$ cat src/rtl/vga_timing_gen_pkg.sv
// Package vga_timing_pkg: default 640x480@60 Hz raster timing, pixel-clock
// divider default and the raster count width shared by the VGA timing slice.
package vga_timing_pkg;

   localparam int COUNT_W         = 10;   // hCount/vCount width

   localparam int CLK_DIV_DEF     = 4;    // 100 MHz -> 25 MHz pixel rate

   localparam int H_TOTAL_DEF     = 800;
   localparam int H_SYNC_DEF      = 96;
   localparam int H_ACT_START_DEF = 144;
   localparam int H_ACT_END_DEF   = 784;

   localparam int V_TOTAL_DEF     = 525;
   localparam int V_SYNC_DEF      = 2;
   localparam int V_ACT_START_DEF = 35;
   localparam int V_ACT_END_DEF   = 515;

endpackage

$ cat src/rtl/vga_timing_gen_pix_clk_en.sv
// pix_clk_en: divides clk by CLK_DIV and produces the registered one-clk
// pix_en strobe.
//   clk      in   system clock
//   reset_n  in   asynchronous active-low reset
//   tick     out  combinational: divider on its last count, so pix_en rises
//                 on the next edge; the raster counters advance on that edge
//   pix_en   out  registered strobe, high one clk in every CLK_DIV clks
module pix_clk_en #(
   parameter int CLK_DIV = 4
) (
   input  logic clk,
   input  logic reset_n,
   output logic tick,
   output logic pix_en
);

   // A one-bit counter is kept for CLK_DIV==1; it simply stays at 0.
   localparam int DW = (CLK_DIV > 1) ? $clog2(CLK_DIV) : 1;
   localparam logic [DW-1:0] LAST = DW'(CLK_DIV - 1);

   logic [DW-1:0] div;

   assign tick = (div == LAST);

   always_ff @(posedge clk or negedge reset_n) begin
      if (!reset_n) begin
         div    <= '0;
         pix_en <= 1'b0;
      end else begin
         div    <= tick ? '0 : div + DW'(1);
         pix_en <= tick;
      end
   end

endmodule

$ cat src/rtl/vga_timing_gen.sv
// vga_timing_gen: 640x480@60 Hz raster generator for the pixel painter.
//   clk          in   100 MHz system clock
//   reset_n      in   asynchronous active-low reset
//   pix_en       out  one-clk strobe every CLK_DIV clks
//   hCount       out  horizontal position 0..H_TOTAL-1
//   vCount       out  vertical position 0..V_TOTAL-1
//   hSync/vSync  out  active-low syncs
//   bright       out  active-video flag
//   line_start   out  one-clk pulse when hCount becomes 0
//   frame_start  out  one-clk pulse when (hCount,vCount) becomes (0,0)
// All outputs are registered and update on the same edge as pix_en rises,
// so the syncs and bright have zero skew against the counts.
module vga_timing_gen
   import vga_timing_pkg::*;
#(
   parameter int CLK_DIV     = CLK_DIV_DEF,
   parameter int H_TOTAL     = H_TOTAL_DEF,
   parameter int H_SYNC      = H_SYNC_DEF,
   parameter int H_ACT_START = H_ACT_START_DEF,
   parameter int H_ACT_END   = H_ACT_END_DEF,
   parameter int V_TOTAL     = V_TOTAL_DEF,
   parameter int V_SYNC      = V_SYNC_DEF,
   parameter int V_ACT_START = V_ACT_START_DEF,
   parameter int V_ACT_END   = V_ACT_END_DEF
) (
   input  logic               clk,
   input  logic               reset_n,
   output logic               pix_en,
   output logic [COUNT_W-1:0] hCount,
   output logic [COUNT_W-1:0] vCount,
   output logic               hSync,
   output logic               vSync,
   output logic               bright,
   output logic               line_start,
   output logic               frame_start
);

   logic               tick;
   logic [COUNT_W-1:0] h_nxt;
   logic [COUNT_W-1:0] v_nxt;

   pix_clk_en #(.CLK_DIV(CLK_DIV)) u_pix_clk_en (
      .clk     (clk),
      .reset_n (reset_n),
      .tick    (tick),
      .pix_en  (pix_en)
   );

   always_comb begin
      h_nxt = hCount + COUNT_W'(1);
      v_nxt = vCount;
      if (hCount == COUNT_W'(H_TOTAL - 1)) begin
         h_nxt = '0;
         v_nxt = (vCount == COUNT_W'(V_TOTAL - 1)) ? '0 : vCount + COUNT_W'(1);
      end
   end

   // Decode is taken from the next counts so the registered syncs, bright
   // and strobes land on the same edge as the counts they describe.
   always_ff @(posedge clk or negedge reset_n) begin
      if (!reset_n) begin
         hCount      <= COUNT_W'(H_TOTAL - 1);
         vCount      <= COUNT_W'(V_TOTAL - 1);
         hSync       <= 1'b1;
         vSync       <= 1'b1;
         bright      <= 1'b0;
         line_start  <= 1'b0;
         frame_start <= 1'b0;
      end else if (tick) begin
         hCount      <= h_nxt;
         vCount      <= v_nxt;
         hSync       <= (h_nxt >= COUNT_W'(H_SYNC));
         vSync       <= (v_nxt >= COUNT_W'(V_SYNC));
         bright      <= (h_nxt >= COUNT_W'(H_ACT_START)) && (h_nxt < COUNT_W'(H_ACT_END)) &&
                        (v_nxt >= COUNT_W'(V_ACT_START)) && (v_nxt < COUNT_W'(V_ACT_END));
         line_start  <= (h_nxt == '0);
         frame_start <= (h_nxt == '0) && (v_nxt == '0);
      end else begin
         // Strobes last one clk even when CLK_DIV > 1.
         line_start  <= 1'b0;
         frame_start <= 1'b0;
      end
   end

endmodule

$ cat config.mk
export PLATFORM = sky130hd
export DESIGN_NAME = vga_timing_gen
export DESIGN_NICKNAME = d
export VERILOG_FILES = /design/src/rtl/vga_timing_gen_pkg.sv /design/src/rtl/vga_timing_gen_pix_clk_en.sv /design/src/rtl/vga_timing_gen.sv
export SDC_FILE = /design/constraint.sdc
export NUM_CORES = 1
export LEC_CHECK = 0
export CORE_MARGIN = 5
export CORE_UTILIZATION = 42
export DETAILED_ROUTE_END_ITERATION = 7
export SYNTH_ARGS = -nofsm -noshare
export SYNTH_HDL_FRONTEND = slang
export SYNTH_HIERARCHICAL = 1
export SYNTH_SLANG_ARGS = --single-unit
$ cat constraint.sdc
create_clock -name clk -period 3.49 [get_ports clk]
set_input_delay 0.5235 -clock clk [delete_from_list [all_inputs] [get_ports clk]]
set_output_delay 0.5235 -clock clk [all_outputs]
set_load 0.01 [all_outputs]
==> flow_metrics.env <==
export IMPL_post_cts_buffers=0
export IMPL_worstPathCellList="ha_1, nand4_1, buf_4, or3_1, a221o_1, a31oi_2, a21oi_1, or3_1, a31o_1"
export IMPL_syn_inst=215
export IMPL_clkTransAtPathRegs_ns=0.10
export IMPL_synthToLayoutAreaGrowth_pct=18.9
export IMPL_insertion_delay_ns=0.28
export IMPL_path_max_fanout=10
export IMPL_synth_cell_types=55
export IMPL_numCtsBuffers=3
export IMPL_nets=244
export IMPL_ir_drop_uv=141
export IMPL_vias=1658
export IMPL_status="completed"
export IMPL_layout_drive_gt1_share=0.161
export IMPL_fillers=423
export IMPL_fin_crit_ns=3.06
export IMPL_syn_area_per_cell_um2=8.83
export IMPL_r2r_slack_ns=0.43
export IMPL_startpoint_type="flop"
export IMPL_r2r_end="bright"
export IMPL_ys_ff_latch=28
export IMPL_cts_hold_buf=0
export IMPL_ys_flop_type="dfrtp_1"
export IMPL_drv_slew=0
export IMPL_coreArea_um2=4380
export IMPL_grt_max_degree=29
export IMPL_synth_simple_gate_area_frac=0.249
export IMPL_cp_slowest_cell="dfstp_2"
export IMPL_synth_warnings=6
export IMPL_finalSetupViolCount=0
export IMPL_routed_wl_um=4480
export IMPL_synthMuxAreaShare=0.0283
export IMPL_yosysSeqAreaShare=0.377
export IMPL_final_cell_area_um2=2260
export IMPL_overflow=0
export IMPL_hpwlAfterDp_um=3150
export IMPL_max_freq_mhz=327
export IMPL_fin_skew_ns=0.00200
export IMPL_synth_top_family_by_area="simple AND/OR/NAND/NOR gates"
export IMPL_async_flop_share=1.00
export IMPL_ant_nets=0
export IMPL_cts_resized=0
export IMPL_wl_per_cell_um=15.5
export IMPL_critPathCapture="bright"
export IMPL_cts_tree="yes"
export IMPL_crit_start="hCount[0]"
export IMPL_antenna_found_initial=0
export IMPL_critical_path_buf_inv_count=1
export IMPL_synth_area_um2=1900
export IMPL_cp_required_ns=3.67
export IMPL_gr_usage_all_layers=0.160
export IMPL_critical_path_top_delay_family="simple AND/OR/NAND/NOR gates"
export IMPL_grt_pass1_wl_um=7940
export IMPL_place_congestion=0.797
export IMPL_worst_pin_slew_ns=0.586
export IMPL_leakage_uw=0.000866
export IMPL_fin_tns_setup_ns=0
export IMPL_max_stage_delay_ns=0.59
export IMPL_cp_common_cell="or3_1"
export IMPL_fp_row_count=24
export IMPL_worstReg2RegStart="hCount[0]"
export IMPL_place_area_um2=2190
export IMPL_reg2reg_depth=9
export IMPL_maxSlewHeadroom=0.606
export IMPL_fp_dieW_um=77.2
export IMPL_period_share=0.877
export IMPL_maxCapViolations=0
export IMPL_synthAdderAreaFrac=0.0329
export IMPL_mappedNetlistNets=222
export IMPL_dr_first_iter_drc_count=206
export IMPL_cts_htree_levels=1
export IMPL_synth_compound_area_frac=0.188
export IMPL_hold_viol_final=0
export IMPL_synth_edff_count=0
export IMPL_synth_xor_xnor_area_share=0.0646
export IMPL_cts_buffer_depth=2
export IMPL_clock_sinks=28
export IMPL_route_detailed_drc=0
export IMPL_drtPass1Iterations=5
export IMPL_rsz0062_at_grt="false"
export IMPL_port_buffers=27
export IMPL_n_antenna_cell=0
export IMPL_cp_end_kind="flop"
export IMPL_criticalPathCategory="reg2reg"
export IMPL_cp_arrival_ns=3.24
export IMPL_dieHeight_um=77.2
export IMPL_hold_path_class="reg2reg"
export IMPL_clockRootBuffer="clkbuf_8"
export IMPL_avgViaCountPerCell=5.76
export IMPL_die_area_um2=5970
export IMPL_cp_num_cells=9
export IMPL_initial_core_util=0.433
export IMPL_grt_pass1_vias=1586
export IMPL_cellPowerDensity_nw_per_um2=264
export IMPL_io_pins=28
cells by family after synthesis:
kind of cell,Yosys count
AOI/OAI and AO/OA,51
xor gates and xnor gates,14
adders and majority gates,5
buffers and inverters,23
DFF,28
muxes,5
and+or+nand+nor,89
cells in the final DEF (no fill, tap or decap), types with 2 or more instances in the layout:
cell type	n
clkdlybuf4s50_1	27
nand2_1	23
nor2_1	21
o21ai_0	17
dfrtp_1	16
dfstp_2	12
a21oi_1	10
xnor2_1	10
nand3_1	9
inv_1	8
nor3_1	5
ha_1	5
buf_4	5
nand4_1	4
xor2_1	4
nor4_1	3
or3_1	3
o31ai_1	3
mux2_2	3
a31oi_1	3
clkbuf_8	3
or3_4	2
or4_1	2
a221o_1	2
or2_2	2
and3_1	2
o311a_1	2
mux2i_1	2
nand2b_1	2
per-stage QoR:
step	power (uW)	cells	hold slack, ns	utilization	setup slack (ns)
after CTS	608	288	0.431	0.515	0.438
after detailed placement	340	284	0.417	0.499	0.498
after floorplan	331	215	0.228	-	0.668
after global routing	619	288	0.456	0.515	0.245
after global placement	339	284	0.420	0.499	0.540
final	597	288	0.427	0.515	0.430
synth_stat cells, types with 2 or more instances:
cell type	number	share of area
or3_4	2	0.012
mux2i_1	2	0.011
or4_1	2	0.0079
xnor2_1	10	0.046
ha_1	5	0.033
or2_2	2	0.0066
buf_2	5	0.013
and3_1	2	0.0066
nor4_1	3	0.0099
a31oi_1	3	0.0099
or3_1	3	0.0099
mux2_2	3	0.018
o21ai_0	17	0.045
a221o_1	2	0.011
dfrtp_1	16	0.21
o31ai_1	3	0.012
nor2_1	21	0.042
nand4_1	4	0.013
dfstp_2	12	0.17
clkbuf_1	6	0.012
nand2_1	23	0.045
o311a_1	2	0.011
xor2_1	4	0.018
nand3_1	9	0.024
nand2b_1	2	0.0066
buf_6	3	0.018
inv_1	8	0.016
nor3_1	5	0.013
a21oi_1	10	0.026
registers in the layout, indices dropped and copies added (netlist names):
signal and count:
vSync 1, u_pix_clk_en/div 2, hCount 10, u_pix_clk_en/pix_en 1
frame_start 1, bright 1, line_start 1, hSync 1
vCount 10
worst register-to-register path, stage by stage, from the launching register on:
cell and delay (ns):
dfstp_2 0.59, ha_1 0.33, nand4_1 0.17, buf_4 0.19, or3_1 0.49, a221o_1 0.34, a31oi_2 0.21, a21oi_1 0.08
or3_1 0.36, a31o_1 0.20
worst min-delay path by stage:
stage | from | to | slack (ns) | cells past startpoint
finish | u_pix_clk_en/div[0] | u_pix_clk_en/div[0] | 0.43 | 1
floorplan | reset_n | bright | 0.23 | 0
global placement | u_pix_clk_en/div[0] | u_pix_clk_en/div[0] | 0.42 | 1
global route | u_pix_clk_en/div[0] | u_pix_clk_en/div[0] | 0.46 | 1
detailed placement | u_pix_clk_en/div[0] | u_pix_clk_en/div[0] | 0.42 | 1
CTS | u_pix_clk_en/div[0] | u_pix_clk_en/div[0] | 0.43 | 1
report_power, final:
| group | switching (uW) | total (uW) | internal [uW] |
|---|---|---|---|
| sequential | 0 | 325 | 325 |
| combinational | 6.33 | 8.05 | 1.71 |
| clock | 110 | 264 | 154 |
layer usage:
| metal | global-route usage | part of all wire | vias up |
|---|---|---|---|
| met4 | 0.0412 | 0.0098 | 0 |
| li1 | - | - | 814 |
| met1 | 0.247 | 0.50 | 786 |
| met3 | 0.0176 | 0.037 | 4 |
| met2 | 0.237 | 0.45 | 54 |
| met5 | 0 | 0 | - |
layout make-up:
cell class	count	area [um^2]	area share
Timing Repair Buffer	32	308	0.136
Clock buffer	3	41.3	0.0183
Inverter	8	30.0	0.0133
Clock inverter	1	30.0	0.0133
Tap cell	52	65.1	0.0288
Multi-Input combinational cell	164	1070	0.473
Sequential cell	28	716	0.317
Note: power is estimated with default switching activity, not from simulation.
